## src/rtl/max_pool_reduce.sv

```systemverilog
// ---------------------------------------------------------------------------
// max_pool_reduce
// Single-lane 2x2 max-pool reduction stage. Collects the four operands of a
// pooling window (tagged by a one-hot slot select), reduces them through a
// two-stage registered signed compare tree and queues each result with its
// output address in a 2-entry FIFO drained by a valid/ready handshake.
//
// Optional feature: define MAXPOOL_RELU_EN to clamp negative results to 0
// (fused ReLU). Without it the signed maximum passes through unchanged.
//
// Ports:
//   clk         rising-edge clock
//   reset       asynchronous active-low reset
//   data_in     window element read data (signed)
//   sel         one-hot slot of data_in: bit0 TL, bit1 TR, bit2 BL, bit3 BR
//   data_valid  data_in/sel valid this cycle
//   done_in     fill lane finished; flush any partial window
//   out_data    pooled result at FIFO head
//   out_add     output address of out_data
//   out_valid   FIFO non-empty
//   out_ready   consumer accepts the head this cycle
//   frame_done  one-cycle pulse when the last address of a frame is pushed
//   err         sticky errors: [0] bad sel, [1] partial flush, [2] overflow
// ---------------------------------------------------------------------------
module max_pool_reduce #(
   parameter int data_size   = 16,
   parameter int matrix_size = 16,
   parameter int add_size    = 14
) (
   input  logic                        clk,
   input  logic                        reset,
   input  logic signed [data_size-1:0] data_in,
   input  logic [3:0]                  sel,
   input  logic                        data_valid,
   input  logic                        done_in,
   output logic signed [data_size-1:0] out_data,
   output logic [add_size-1:0]         out_add,
   output logic                        out_valid,
   input  logic                        out_ready,
   output logic                        frame_done,
   output logic [2:0]                  err
);

   localparam int unsigned HALF     = matrix_size / 2;
   localparam int unsigned LAST_INT = HALF * HALF - 1;
   localparam logic [add_size-1:0] LAST_ADDR = LAST_INT[add_size-1:0];
   localparam logic [add_size-1:0] ADDR_ONE  = {{(add_size-1){1'b0}}, 1'b1};

   function automatic logic is_onehot4(input logic [3:0] v);
      return (v != 4'b0000) && ((v & (v - 4'b0001)) == 4'b0000);
   endfunction

   function automatic logic signed [data_size-1:0] smax(
      input logic signed [data_size-1:0] a,
      input logic signed [data_size-1:0] b);
      return (a > b) ? a : b;
   endfunction

   // window capture state
   logic signed [data_size-1:0] w_q [4];
   logic signed [data_size-1:0] w_d [4];
   logic [3:0]                  mask_q, mask_d;
   logic                        complete_s, flush_s, bad_sel_s;

   // compare pipeline
   logic                        v1_q, v2_q;
   logic signed [data_size-1:0] m01_q, m23_q;
   logic signed [data_size-1:0] res_s;

   // result FIFO and address counter
   logic signed [data_size-1:0] fifo_data_q [2];
   logic [add_size-1:0]         fifo_add_q  [2];
   logic                        wr_ptr_q, rd_ptr_q;
   logic [1:0]                  count_q, count_d;
   logic                        pop_s, push_s, drop_s, wr_en_s;
   logic [add_size-1:0]         addr_q, addr_d;
   logic                        frame_done_q, frame_done_d;
   logic [2:0]                  err_q, err_d;

   // Window capture, completion and flush; the flush is judged on the mask
   // left after this cycle's capture (a completed window already cleared it).
   always_comb begin
      w_d        = w_q;
      mask_d     = mask_q;
      complete_s = 1'b0;
      flush_s    = 1'b0;
      bad_sel_s  = 1'b0;
      if (data_valid) begin
         if (is_onehot4(sel)) begin
            for (int i = 0; i < 4; i++) begin
               w_d[i] = sel[i] ? data_in : w_q[i];
            end
            mask_d = mask_q | sel;
         end else begin
            bad_sel_s = 1'b1;
         end
      end else begin
         bad_sel_s = 1'b0;
      end
      if (mask_d == 4'b1111) begin
         complete_s = 1'b1;
         mask_d     = 4'b0000;
      end else begin
         complete_s = 1'b0;
      end
      if (done_in && (mask_d != 4'b0000)) begin
         flush_s = 1'b1;
         mask_d  = 4'b0000;
      end else begin
         flush_s = 1'b0;
      end
   end

   // Stage-2 reduction with optional ReLU clamp
   always_comb begin
      res_s = smax(m01_q, m23_q);
`ifdef MAXPOOL_RELU_EN
      if (res_s[data_size-1]) begin
         res_s = '0;
      end else begin
         res_s = smax(m01_q, m23_q);
      end
`endif
   end

   // FIFO control, address counter and sticky error next state
   always_comb begin
      pop_s        = (count_q != 2'd0) && out_ready;
      push_s       = v2_q;
      // push into a full FIFO is only legal when the head leaves this cycle
      drop_s       = push_s && (count_q == 2'd2) && !pop_s;
      wr_en_s      = push_s && !drop_s;
      addr_d       = addr_q;
      frame_done_d = 1'b0;
      if (push_s) begin
         if (addr_q == LAST_ADDR) begin
            addr_d       = '0;
            frame_done_d = 1'b1;
         end else begin
            addr_d       = addr_q + ADDR_ONE;
            frame_done_d = 1'b0;
         end
      end else begin
         addr_d = addr_q;
      end
      case ({wr_en_s, pop_s})
         2'b10:   count_d = count_q + 2'd1;
         2'b01:   count_d = count_q - 2'd1;
         default: count_d = count_q;
      endcase
      err_d = err_q | {drop_s, flush_s, bad_sel_s};
   end

   // All state registers
   always_ff @(posedge clk or negedge reset) begin
      if (!reset) begin
         for (int i = 0; i < 4; i++) begin
            w_q[i] <= '0;
         end
         for (int j = 0; j < 2; j++) begin
            fifo_data_q[j] <= '0;
            fifo_add_q[j]  <= '0;
         end
         mask_q       <= 4'b0000;
         v1_q         <= 1'b0;
         v2_q         <= 1'b0;
         m01_q        <= '0;
         m23_q        <= '0;
         wr_ptr_q     <= 1'b0;
         rd_ptr_q     <= 1'b0;
         count_q      <= 2'd0;
         addr_q       <= '0;
         frame_done_q <= 1'b0;
         err_q        <= 3'b000;
      end else begin
         w_q    <= w_d;
         mask_q <= mask_d;
         // w_q still holds the complete window for one cycle after it fills
         v1_q   <= complete_s;
         if (v1_q) begin
            m01_q <= smax(w_q[0], w_q[1]);
            m23_q <= smax(w_q[2], w_q[3]);
         end
         v2_q <= v1_q;
         if (wr_en_s) begin
            fifo_data_q[wr_ptr_q] <= res_s;
            fifo_add_q[wr_ptr_q]  <= addr_q;
            wr_ptr_q              <= ~wr_ptr_q;
         end
         if (pop_s) begin
            rd_ptr_q <= ~rd_ptr_q;
         end
         count_q      <= count_d;
         addr_q       <= addr_d;
         frame_done_q <= frame_done_d;
         err_q        <= err_d;
      end
   end

   assign out_data   = fifo_data_q[rd_ptr_q];
   assign out_add    = fifo_add_q[rd_ptr_q];
   assign out_valid  = (count_q != 2'd0);
   assign frame_done = frame_done_q;
   assign err        = err_q;

endmodule

```

## config.mk

```make
export PLATFORM = sky130hd
export DESIGN_NAME = max_pool_reduce
export DESIGN_NICKNAME = d
export VERILOG_FILES = /design/src/rtl/max_pool_reduce.sv
export SDC_FILE = /design/constraint.sdc
export NUM_CORES = 1
export LEC_CHECK = 0
export BUFFER_PORTS_ARGS = -buffer_cell sky130_fd_sc_hd__buf_2
export CELL_PAD_IN_SITES_DETAIL_PLACEMENT = 1
export CELL_PAD_IN_SITES_GLOBAL_PLACEMENT = 1
export CORE_AREA = 2 2 145 147
export DETAILED_ROUTE_END_ITERATION = 12
export DIE_AREA = 0 0 147 149
export MAX_ROUTING_LAYER = met4
export PLACE_DENSITY_LB_ADDON = 0.1
export SYNTH_ARGS = -nofsm -noshare
export SYNTH_HDL_FRONTEND = slang
export SYNTH_SLANG_ARGS = --single-unit
```

## constraint.sdc

```tcl
create_clock -name clk -period 2.57 [get_ports clk]
set_input_delay 0.514 -clock clk [delete_from_list [all_inputs] [get_ports clk]]
set_output_delay 0.514 -clock clk [all_outputs]
set_load 0.01 [all_outputs]
```

==> out/qor.yml <==
status:
  status: "complete, no violations"
grt:
  grt_pass1_vias: 7641
  grt_pass1_wl_um: 41210
  gr-total-overflow: 0
  antenna_found_initial: 0
  grt_use_total_pct: 24.56
  grt_max_degree: 66
die:
  core_um2: 20560
  die_h_um: 149
  die_w_um: 147
  fp.dieArea_um2: 21900
  floorplan.io_pins: 60
  rows: 53
  floorplan.initialDensity_pct: 47.55
timing:
  drv_slew: 0
  clock.fmax_mhz: 393.7
  setup_violations: 0
  fin_crit_sh_pct: 98.84
  final.setup.tns_ns: 0
  relSlewSlack_pct: 62.59
  rsz0062_at_grt: "true"
  min_period_ns: 2.540
  setup_slack_ns: 0.02973
  tightest_slew_ns: 0.5599
  clock_skew_ns: 0.01109
  hold_violations: 0
cells_and_area:
  multi_input_area_um2: 4847
  antenna_cells: 0
  fin_nets: 1057
  drive_above_1_share_pct: 31.56
  final_cell_area_um2: 11530
  seq_area_um2: 4606
  fillCellCount: 2212
  syn2layout_area_growth_pct: 17.99
detailed_routing:
  num_vias: 7138
  drt_iter0_markers: 281
  wl_per_cell_um: 19.53
  dr.pass1.iters: 4
  finalWirelength_um: 24800
  ant_nets: 0
  via_per_inst: 5.620
  drc: 0
yosys:
  seq_area_frac_synth_pct: 47.11
  yosys_warnings: 0
  synth_cells: 886
  synth_top_area_share_pct: 47.11
  yosys-top-cells-count: "dfrtp_1, mux2_2, nor2_1"
  synth_area_leaders: "dfrtp_1, mux2_2, ha_1"
  syn_area_per_cell_um2: 11.03
  ys_types: 49
  syn_area_um2: 9774
  async_reset_ff_share_pct: 100.0
  ys.flop_type: "dfrtp_1"
  yosys.area.top_type: "dfrtp_1"
  synth-seq-cells: 184
  post-synth-top-count-cell: "dfrtp_1"
  synth_edf_count: 0
  syn_nets: 961
placement:
  dp_slack_ns: -0.5548
  post-dp-hpwl_um: 18190
  place.gp.congestion: 0.8768
  numPortBuffers: 59
  dpl_cell_area_um2: 10670
worst_setup_path:
  path_cells: "inv_1 > ha_1 > nand4_1 > nor3_2 > a21boi_4 > or4_1 > buf_12 > o211ai_1 > a31oi_1"
  cp-end-kind: "flip-flop"
  rrSetupSlack_ns: 0.03
  rr_startpoint: "w_q[14]"
  cpPeakStageDelay_ns: 0.41
  cp.arrival_ns: 2.89
  cp_slowest_cell: "nor3_2"
  timing.rr.end: "m23_q[9]"
  cp.required_ns: 2.92
  crit_family: "simple AND/OR/NAND/NOR gates"
  crit_path_max_fanout: 16
  rr_worst_depth: 9
  startpoint_type: "flip-flop"
  cp_num_buf_inv: 2
  criticalPathCategory: "reg -> reg"
pwr:
  peakVddDrop_mv: 0.5146
  p_total_uw: 8378
  combPwrFrac_pct: 28.8
  p_clk_share_pct: 30.6
  p_leak_uw: 0.005350
  intPower_uw: 5580
  power_density_nw_per_um2: 726.5
  switching_share_pct: 33.40
  pwr-share-seq_pct: 40.5
  p_sw_uw: 2798
clocking:
  clk_latency_ns: 0.44
  clockRootBuffer: "clkbuf_16"
  clkSinkCount: 184
  cts-buffers-inserted: 17
  tritoncts: "done"
  clk_pin_slew_ns: 0.07
  htree_num_levels: 4
  clockBufferDepth: 2
flow_run:
  drv_cap: 0
min_path:
  hold_class: "in -> async"
## worst max path at each step
stage | from | endpoint | slack (ns) | depth (start not counted)
after CTS | w_q[43] | m01_q[11] | 0.01 | 9
after detailed placement | m01_q[11] | fifo_data_q[16] | -0.55 | 7
final | w_q[14] | m23_q[9] | 0.03 | 9
after floorplan | w_q[39] | m01_q[10] | 0.35 | 10
after global placement | m01_q[11] | fifo_data_q[0] | -0.38 | 7
after global routing | w_q[14] | m23_q[9] | -0.05 | 9
## metrics by stage
| stage | hold slack [ns] | util [%] | instances |
|---|---|---|---|
| floorplan | 0.2184 | - | 886 |
| global placement | 0.4407 | 51.92 | 1224 |
| detailed placement | 0.4464 | 51.92 | 1224 |
| CTS | 0.04961 | 55.58 | 1267 |
| global route | 0.05822 | 56.10 | 1270 |
| finish | 0.03264 | 56.10 | 1270 |
## flip-flops by register name, summed over array words and instances, names as in the netlist
name	cells
addr_q	14
mask_q	4
m23_q	16
m01_q	16
fifo_data_q	32
w_q	64
fifo_add_q	28
wr_ptr_q	1
rd_ptr_q	1
count_q	2
push_s	1
err	3
v1_q	1
frame_done	1
## cells by family (layout without fill, tap and decap cells)
logic type      Yosys count  in the layout  synth area share (%)
buf+inv                 103            212                 4.787
simple gates            204            204                 11.84
fa+ha+maj                50             50                 6.400
compound gates          203            203                 13.99
flops                   184            184                 47.11
xor+xnor                 19             19                 1.703
mux                     123            123                 14.17
## layout by cell type, fill, tap and decap left out, types with 11 or more instances in the layout
cell type and instances:
nor2_1 74, nor2b_1 52, buf_2 58, a21oi_1 14, o21ai_1 22, mux2_1 14, nand4_1 11, buf_4 61
a31oi_1 62, mux2_2 109, ha_1 48, xnor2_1 15, dfrtp_1 183, inv_1 49, o211ai_1 38, clkbuf_16 17
o21ai_0 29
## timing repair
item | in CTS | in global routing
pin swaps | 6 | 4
buffers inserted | 11 | 3
resized for setup | 8 | 23
endpoints found under the setup margin | 64 | 58
hold buffers | 0 | 0
## layout make-up
type | count | share of cell area, %
clock inverters | 15 | 1.345
multi-input cells | 599 | 42.03
inverters | 49 | 1.595
repair buffers | 131 | 8.419
well taps | 275 | 2.984
flip-flops and latches | 184 | 39.94
clock buffers | 17 | 3.689
## worst register-to-register path, cell delays in order, from the launching register on
cell	delay (ns)
dfrtp_1	0.38
inv_1	0.06
ha_1	0.33
nand4_1	0.25
nor3_2	0.41
a21boi_4	0.36
or4_1	0.20
buf_12	0.15
o211ai_1	0.11
a31oi_1	0.20
## power groups by stage
stage | clock network [µW] | registers [µW] | logic, µW
finish | 2570 | 3400 | 2410
global route | 2770 | 3430 | 2670
CTS | 2640 | 3390 | 2350
detailed placement | 0 | 3440 | 2150
global placement | 0 | 3420 | 2030
floorplan | 0 | 3350 | 1600
## metal layers
layer  global-route usage [%]  routed length, µm  vias up
met1                    32.22              11620     3610
li1                         -                  -     3402
met4                    5.865                365        0
met5                        -                  0        -
met3                    4.251                691       28
met2                    40.23              12130       98
No activity file was read; power rests on OpenSTA's default activity.
